`src/rtl/booth_pkg.sv`:
```
// Shared constants and sequencer state encoding for the Booth multiplier cluster.
package booth_pkg;

  localparam int BOOTH_N       = 8;
  localparam int BOOTH_TAG_W   = 4;
  localparam int BOOTH_TIMEOUT = 2 * BOOTH_N + 8;

  typedef enum logic [2:0] {
    ST_IDLE,
    ST_CLR,
    ST_STRT,
    ST_LDM,
    ST_LDQ,
    ST_RUN,
    ST_OUT
  } seq_state_e;

endpackage

```
`src/rtl/booth_watchdog.sv`:
```
// Load/decrement down-counter with a terminal-count (zero) flag.
// The counter parks at zero rather than wrapping.
module booth_watchdog #(
  parameter int W = 5
) (
  input  logic         clk,
  input  logic         rst_n,
  input  logic         load_i,
  input  logic [W-1:0] load_val_i,
  input  logic         dec_i,
  output logic         zero_o
);

  logic [W-1:0] cnt_q, cnt_d;

  // Next count: load wins over decrement.
  always_comb begin
    cnt_d = cnt_q;
    if (load_i) begin
      cnt_d = load_val_i;
    end else if (dec_i && (cnt_q != '0)) begin
      cnt_d = cnt_q - W'(1);
    end
  end

  // Count register.
  always_ff @(posedge clk or negedge rst_n) begin
    if (!rst_n) begin
      cnt_q <= '0;
    end else begin
      cnt_q <= cnt_d;
    end
  end

  assign zero_o = (cnt_q == '0);

endmodule

```
`src/rtl/booth_job_sequencer.sv`:
```
// Runs one Booth multiply per job: clears the controller, starts it, feeds
// M then Q on the shared load bus, waits for done (bounded by a watchdog)
// and returns the {A,Q} product with the job tag over valid/ready.
//
// state   | meaning
// --------+--------------------------------------------------------
// IDLE    | ready for a job; captures m/q/tag on in_valid
// CLR     | one-cycle synchronous reset pulse to the controller
// STRT    | start pulse, M on the load bus
// LDM     | controller loads M
// LDQ     | controller loads Q; watchdog loaded
// RUN     | waiting for done or watchdog expiry
// OUT     | result held until the consumer takes it
module booth_job_sequencer
  import booth_pkg::*;
#(
  parameter int N       = BOOTH_N,
  parameter int TAG_W   = BOOTH_TAG_W,
  parameter int TIMEOUT = 2 * N + 8
) (
  input  logic             clk,
  input  logic             rst_n,
  input  logic             in_valid,
  output logic             in_ready,
  input  logic [N-1:0]     in_m,
  input  logic [N-1:0]     in_q,
  input  logic [TAG_W-1:0] in_tag,
  output logic             mul_rst,
  output logic             mul_start,
  output logic [N-1:0]     mul_data,
  input  logic             mul_done,
  input  logic [N-1:0]     mul_a,
  input  logic [N-1:0]     mul_q,
  output logic             out_valid,
  input  logic             out_ready,
  output logic [2*N-1:0]   out_prod,
  output logic [TAG_W-1:0] out_tag,
  output logic             out_err
);

  localparam int WD_W = $clog2(TIMEOUT + 1);

  seq_state_e       state_q, state_d;
  logic [N-1:0]     m_q, m_d;
  logic [N-1:0]     q_q, q_d;
  logic [TAG_W-1:0] tag_q, tag_d;
  logic [2*N-1:0]   prod_q, prod_d;
  logic             err_q, err_d;
  // Low through reset and until the first clock after release, so the
  // controller sees mul_rst and no job is accepted in that window.
  logic             alive_q;
  logic             wd_load, wd_dec, wd_zero;

  booth_watchdog #(.W(WD_W)) u_watchdog (
    .clk        (clk),
    .rst_n      (rst_n),
    .load_i     (wd_load),
    .load_val_i (WD_W'(TIMEOUT)),
    .dec_i      (wd_dec),
    .zero_o     (wd_zero)
  );

  // Next-state logic and job register updates (handshake edges only).
  always_comb begin
    state_d = state_q;
    m_d     = m_q;
    q_d     = q_q;
    tag_d   = tag_q;
    prod_d  = prod_q;
    err_d   = err_q;
    wd_load = 1'b0;
    wd_dec  = 1'b0;
    case (state_q)
      ST_IDLE: begin
        if (in_valid && alive_q) begin
          m_d     = in_m;
          q_d     = in_q;
          tag_d   = in_tag;
          state_d = ST_CLR;
        end
      end
      ST_CLR:  state_d = ST_STRT;
      ST_STRT: state_d = ST_LDM;
      ST_LDM:  state_d = ST_LDQ;
      ST_LDQ: begin
        wd_load = 1'b1;
        state_d = ST_RUN;
      end
      ST_RUN: begin
        // done beats an expiring watchdog in the same cycle
        if (mul_done) begin
          prod_d  = {mul_a, mul_q};
          err_d   = 1'b0;
          state_d = ST_OUT;
        end else if (wd_zero) begin
          prod_d  = '0;
          err_d   = 1'b1;
          state_d = ST_OUT;
        end else begin
          wd_dec = 1'b1;
        end
      end
      ST_OUT: begin
        if (out_ready) state_d = ST_IDLE;
      end
      default: state_d = ST_IDLE;
    endcase
  end

  // State and job registers.
  always_ff @(posedge clk or negedge rst_n) begin
    if (!rst_n) begin
      state_q <= ST_IDLE;
      m_q     <= '0;
      q_q     <= '0;
      tag_q   <= '0;
      prod_q  <= '0;
      err_q   <= 1'b0;
      alive_q <= 1'b0;
    end else begin
      state_q <= state_d;
      m_q     <= m_d;
      q_q     <= q_d;
      tag_q   <= tag_d;
      prod_q  <= prod_d;
      err_q   <= err_d;
      alive_q <= 1'b1;
    end
  end

  // Outputs decoded from state and registers only.
  always_comb begin
    mul_data = '0;
    case (state_q)
      ST_STRT, ST_LDM: mul_data = m_q;
      ST_LDQ, ST_RUN:  mul_data = q_q;
      default:         mul_data = '0;
    endcase
  end

  assign in_ready  = alive_q && (state_q == ST_IDLE);
  assign mul_rst   = !alive_q || (state_q == ST_CLR);
  assign mul_start = (state_q == ST_STRT);
  assign out_valid = (state_q == ST_OUT);
  assign out_prod  = prod_q;
  assign out_tag   = tag_q;
  assign out_err   = err_q;

endmodule
```
`config.mk`:
```
export PLATFORM = sky130hd
export DESIGN_NAME = booth_job_sequencer
export DESIGN_NICKNAME = d
export VERILOG_FILES = /design/src/rtl/booth_pkg.sv /design/src/rtl/booth_watchdog.sv /design/src/rtl/booth_job_sequencer.sv
export SDC_FILE = /design/constraint.sdc
export NUM_CORES = 1
export LEC_CHECK = 0
export BUFFER_PORTS_ARGS = -buffer_cell sky130_fd_sc_hd__buf_2
export CAP_MARGIN = 20
export CORE_UTILIZATION = 53
export DETAILED_ROUTE_END_ITERATION = 12
export GPL_ROUTABILITY_DRIVEN = 0
export HOLD_SLACK_MARGIN = 0.12
export PLACE_DENSITY_LB_ADDON = 0.15
export SLEW_MARGIN = 25
export SYNTH_ARGS = -nofsm -noshare
export SYNTH_HDL_FRONTEND = slang
export SYNTH_SLANG_ARGS = --single-unit
```
`constraint.sdc`:
```
create_clock -name clk -period 3.3 [get_ports clk]
set_input_delay 0.165 -clock clk [delete_from_list [all_inputs] [get_ports clk]]
set_output_delay 0.165 -clock clk [all_outputs]
set_load 0.01 [all_outputs]
```
==> results of run 1 <==
[worst max-delay path by stage]
| stage | depth (start not counted) | start | end | slack (ns) |
|---|---|---|---|---|
| 6_report | 4 | state_q[1]$_DFFE_PN0P_ | mul_data[6] | 1.30 |
| 5_1_grt | 4 | state_q[1]$_DFFE_PN0P_ | mul_data[6] | 1.18 |
| 2_1_floorplan | 6 | u_watchdog.cnt_q[0]$_DFFE_PN0P_ | out_prod[10]$_DFFE_PN0P_ | 1.76 |
| 3_3_place_gp | 3 | state_q[0]$_DFFE_PN0P_ | q_q[3]$_DFFE_PN0P_ | 1.49 |
| 4_1_cts | 4 | state_q[1]$_DFFE_PN0P_ | mul_data[5] | 1.28 |
| 3_5_place_dp | 3 | state_q[0]$_DFFE_PN0P_ | m_q[0]$_DFFE_PN0P_ | 1.42 |
[flip-flops by register name (all words and copies together) (netlist names)]
name / count
state_q: 3
m_q: 8
q_q: 8
alive_q: 1
out_err: 1
out_tag: 4
u_watchdog.cnt_q: 5
out_prod: 16
[tightest hold or removal path, delay by kind of cell]
family,cells,cell delay [ns]
buffers and inverters,1,0.09
and+or+nand+nor,2,0.12
AOI/OAI and AO/OA,1,0.07
[through the flow]
step	hold WS [ns]	instances	cell area, sq um	utilization, %
2_1_floorplan	-0.131	150	2080	-
4_1_cts	0.183	307	2890	77.9
3_3_place_gp	0.355	262	2440	65.6
5_1_grt	0.245	307	2900	77.9
6_report	0.187	307	2900	77.9
3_5_place_dp	0.393	262	2440	65.6
[logic make-up after synthesis]
family	after synthesis	synth area share [%]
multiplexers	20	14.5
flip-flops	46	55.4
AO/OA/AOI/OAI	42	16.5
other	1	0.181
adder cells (fa/ha/maj)	1	0.602
AND/OR/NAND/NOR	24	8.25
buffers and inverters	16	4.58
[power by group]
part           total, uW  switching (uW)  internal, uW  leakage, uW
logic               1050             459           590     0.000896
registers           1070             232           840     0.000556
clock network        334             184           150    0.0000452
[placed cells by master, fill, tap and decap left out, drive strengths merged]
cell,netlist,routed
nand2,6,6
clkbuf,2,6
o21bai,1,1
nand3b,1,1
nand2b,3,3
o21a,1,1
o211ai,5,5
o31ai,2,2
inv,6,6
a21oi,2,2
nor3b,1,1
o211a,1,1
or4,4,4
a22o,24,24
nor2b,1,1
nor4b,2,2
dlygate4sd3,0,37
o21ai,5,5
buf,8,74
nand3,2,2
conb,1,1
ha,1,1
nor2,2,2
and3,1,1
o41ai,1,1
mux2,20,20
clkinv,0,2
nor3,1,1
dfrtp,46,46
[timing repair]
action | 4_1_cts | 5_1_grt
gates resized for setup | 0 | 0
endpoints found under the hold margin | 82 | 0
hold buffers | 37 | 0
[per-layer routing]
metal | GRT usage, % | vias to the layer above | wire, um
li1 | - | 768 | -
met1 | 30.6 | 803 | 2030
met2 | 43.4 | 81 | 2480
met3 | 6.34 | 10 | 260
met4 | 7.50 | 0 | 76
met5 | 0 | - | 0
[final cells by class]
cell class	instances	area [sq um]
Timing Repair Buffer	111	746
Inverter	6	22.5
Tap cell	48	60.1
Fill cell	222	820
Multi-Input combinational cell	88	831
Clock inverter	2	13.8
Sequential cell	46	1150
Clock buffer	6	72.6
==> reports/results.tsv, run 1 <==
stage	metric	value	unit
final_layout	layout cells sized above 1	40.5	%
critical_path	R2R depth	3	
min_path	Min-Delay Path Depth	4	
route	Routed wire per std cell	15.8	um
global_route	initial antenna violation count	0	
min_path	Hold Crit Class	primary input to flop	
global_route	total track usage	25.0	%
cts	CTS tree	yes	
critical_path	Worst Path Required	3.13	ns
cts	Clock Pin Slew Worst Setup and Hold Paths	0.09	ns
critical_path	critical-path maximum fanout	10	
synthesis	top-count cell post-synth	dfrtp_1	
critical_path	Worst R2R End	m_q[5]$_DFFE_PN0P_	
die	IO Pins	74	
critical_path	CP bufs+invs	2	
synthesis	post-synthesis sequential area ratio	55.4	%
pwr	worst vdd ir	0.529	mV
route	final WL	4840	um
cts	TritonCTS buffer count	5	
die	Die W	64.6	um
sta	final-report hold violation count	0	
cts	Clock Path Buffers	2	
synthesis	Mean Syn Cell Area	13.8	sq um
route	Post-route DRC	0	
synthesis	cell taking the most area after synthesis	dfrtp_1	
sta	FMAX	500	MHz
final_layout	Final nets	300	
synthesis	Post-Synthesis Cells	150	
synthesis	synth unique cells	29	
global_route	largest net degree at the start of global routing	47	
critical_path	Worst Path Arrival	1.84	ns
route	First-pass DRT Iterations	5	
sta	final setup violation count	0	
sta	Tightest Pin Transition	0.655	ns
critical_path	Worst Setup Path Type	flop to output port	
sta	slew margin rel.	56.2	%
synthesis	Synth Register Bits	46	
die	core area	0.00372	sq mm
placement	Final HPWL DP	2880	um
min_path	Hold EP	state_q[1]$_DFFE_PN0P_	
cts	Setup Fix Bufs, Post-CTS	0	
synthesis	top cells by area, synth	dfrtp_1, mux2_4, a22o_1	
global_route	vias in the first global route	1673	
critical_path	critical path launch point type	flop	
route	vias per cell	5.41	
cts	htree depth	2	
global_route	total gr overflow	0	
critical_path	crit end category	output port	
sta	Max Slew Vio Count	0	
synthesis	Top FF cell, synth	dfrtp_1	
die	DIE AREA	0.00417	sq mm
synthesis	YS warnings	0	
final_layout	P&R area growth vs syn	39.5	%
pwr	total chip power	2450	uW
sta	setup TNS	0	ns
synthesis	mapped cell area	0.00208	sq mm
critical_path	slack of the worst reg-to-reg path	1.40	ns
run	Max Cap Viol	0	
die	Die Height	64.6	um
synthesis	top cells by instance count after synthesis	dfrtp_1, a22o_1, mux2_4, inv_1	
cts	clk sink count	46	
cts	Root Buffer	clkbuf_8	
cts	clk_lat worst skew	0.30	ns
synthesis	syn_nets	192	
critical_path	worst path cell trace	inv_1 -> nor2_1 -> a22o_1 -> buf_2	
sta	clk_skew	0.0108	ns
sta	RSZ-0062 raised after global routing	no	
pwr	Leak Pwr	0.00150	uW
route	Final ANT Viol Nets	0	
global_route	global-route wire length before repair	7800	um
critical_path	slowest stage delay, CP	0.54	ns
pwr	cell area power density	847	mW/mm^2
route	drt first-iter violations	63	
synthesis	Post-synth EDFFs	0	
critical_path	Crit-path slowest cell	dfrtp_1	
placement	dpl ws	1.42	ns
sta	Final period util	60.7	%
die	row count	22	
final_layout	ANT cells	0	
outcome	status	finished, final reports clean	
placement	PortBufs	73	
synthesis	Synth top area share	55.4	%
critical_path	FF-to-FF Start	state_q[0]$_DFFE_PN0P_	
die	Initial Util	55.9	%
synthesis	FFs w/ async S/R, synth	100	%
route	Vias	1662	
sta	fin crit period	2.00	ns
sta	setup slack after layout	1.30	ns
critical_path	cell family with most CP delay	flip-flops	
min_path	critical hold path startpoint	out_ready	
(Power assumes the default switching activity.)
==> run 2: changes to the inputs <==
- CORE_UTILIZATION: 53 -> 44
- clock period: 3.3 -> 1.8 ns (I/O delays scaled with it)
==> reports/results.tsv, run 2 (synthesized netlist as in run 1, its figures left out) <==
stage	metric	value	unit
critical_path	critical path launch point type	flop	
sta	clk_skew	0.00867	ns
die	core area	0.00444	sq mm
final_layout	P&R area growth vs syn	42.7	%
sta	FMAX	596	MHz
global_route	total track usage	20.3	%
final_layout	Finished Cell Area	0.00296	sq mm
min_path	Hold Crit Class	primary input to flop	
route	Post-route DRC	14	
critical_path	cell family with most CP delay	flip-flops	
cts	htree depth	2	
placement	Placed Area	0.00247	sq mm
placement	Final HPWL DP	3100	um
pwr	total chip power	4520	uW
pwr	worst vdd ir	0.729	mV
critical_path	Worst Setup Path Type	flop to output port	
global_route	initial antenna violation count	0	
sta	final setup violation count	0	
min_path	critical hold path startpoint	in_valid	
global_route	vias in the first global route	1749	
critical_path	slowest stage delay, CP	0.54	ns
final_layout	Core Util, Final	66.7	%
placement	Cell Count Post-Placement	270	
cts	clk_lat worst skew	0.29	ns
die	Initial Util	46.7	%
die	Die Height	70.7	um
final_layout	most frequent cells in the layout	buf_2, dfrtp_1, dlygate4sd3_1	
placement	PortBufs	73	
sta	Final period util	93.2	%
route	final WL	4890	um
critical_path	critical-path maximum fanout	10	
final_layout	Final Instance Count excl. Fillers	318	
final_layout	max FFs per register	16	
critical_path	FF-to-FF Start	u_watchdog.cnt_q[0]$_DFFE_PN0P_	
final_layout	Fillers	332	
die	IO Pins	74	
cts	Clock Path Buffers	2	
pwr	Leak Pwr	0.00153	uW
critical_path	Crit. Startpoint	state_q[1]$_DFFE_PN0P_	
final_layout	Final nets	307	
final_layout	most common cell after layout, fill and taps aside	buf_2	
route	drt first-iter violations	98	
final_layout	ANT cells	0	
cts	Root Buffer	clkbuf_8	
global_route	global-route wire length before repair	7980	um
global_route	total gr overflow	0	
sta	final-report hold violation count	0	
pwr	cell area power density	1530	mW/mm^2
cts	CTS tree	yes	
die	DIE AREA	0.00500	sq mm
die	row count	24	
critical_path	Worst Path Arrival	1.59	ns
cts	TritonCTS buffer count	5	
critical_path	CP bufs+invs	2	
final_layout	layout cells sized above 1	42.5	%
route	Routed wire per std cell	15.4	um
sta	slew margin rel.	65.7	%
route	Vias	1661	
cts	Clock Pin Slew Worst Setup and Hold Paths	0.08	ns
route	vias per cell	5.22	
sta	RSZ-0062 raised after global routing	no	
die	Die W	70.7	um
global_route	largest net degree at the start of global routing	25	
cts	clk sink count	46	
sta	Tightest Pin Transition	0.515	ns
run	Max Cap Viol	0	
critical_path	Crit-path slowest cell	dfrtp_1	
route	First-pass DRT Iterations	8	
sta	fin crit period	1.68	ns
outcome	status	finished, violations left	
critical_path	crit end category	output port	
critical_path	worst path cell trace	inv_1 -> nor2_4 -> a22o_1 -> buf_2	
sta	setup TNS	0	ns
sta	Max Slew Vio Count	0	
outcome	failing checks	design-rule violations	
critical_path	Worst Path Required	1.71	ns
route	Final ANT Viol Nets	0	
run 2: cell count changes in the layout (fill, tap and decap cells not counted):
cell | previous run | this run
buf_4 | 2 | 7
buf_2 | 72 | 73
dfrtp_1 | 46 | 45
dfrtp_2 | 0 | 1
dlygate4sd3_1 | 37 | 38
nor2_1 | 2 | 1
nor2_4 | 0 | 1
run 2: final cells by class:
cell class              count  area [sq um]  share of cell area (%)
flip-flops and latches     46          1150                    38.9
well taps                  52          65.1                    2.20
clock inverters             2          13.8                   0.465
clock buffers               6          72.6                    2.45
multi-input cells          88           838                    28.3
repair buffers            118           798                    26.9
inverters                   6          22.5                   0.760
run 2: power by group:
part	internal (uW)	switching, uW
registers	1540	389
logic	1110	877
clock network	274	333
total	2920	1600
run 2: path summary, 6_finish.rpt:
kind                                                    to  depth (start not counted)  slack (ns)
setup / recovery                               mul_data[3]                          4        0.12
hold / removal                      state_q[0]$_DFFE_PN0P_                          4        0.19
setup reg to reg           u_watchdog.cnt_q[0]$_DFFE_PN0P_                          6        0.14
hold reg to reg                    out_prod[0]$_DFFE_PN0P_                          1        0.50
max in group asynchronous           state_q[2]$_DFFE_PN0P_                          3        0.77
min in group asynchronous           out_tag[2]$_DFFE_PN0P_                          2        0.30
run 2: routing by layer:
metal / wire (um) / GRT usage (%)
met1: 2180 / 25.7
met3: 220 / 4.70
met2: 2380 / 34.5
met4: 119 / 6.67
met5: 0 / 0
run 2: timing repair:
action                     CTS  global route
resized for setup            1             2
hold buffers                38             0
buffers inserted             0             2
hold endpoints to repair    60             0
setup endpoints to repair    8            24
run 2: worst reg2reg max path: cells and delay by family (launching register included):
kind	cells	cell delay, ns
buf+inv	2	0.23
simple gates	2	0.63
flops	1	0.39
compound gates	1	0.10
fa+ha+maj	1	0.23
run 2: per-stage QoR:
| stage | setup slack [ns] | hold WS [ns] |
|---|---|---|
| floorplan | 0.256 | -0.206 |
| global placement | 0.160 | 0.0705 |
| detailed placement | 0.0667 | 0.0809 |
| CTS | 0.0267 | 0.191 |
| global route | 0.0288 | 0.228 |
| finish | 0.123 | 0.187 |
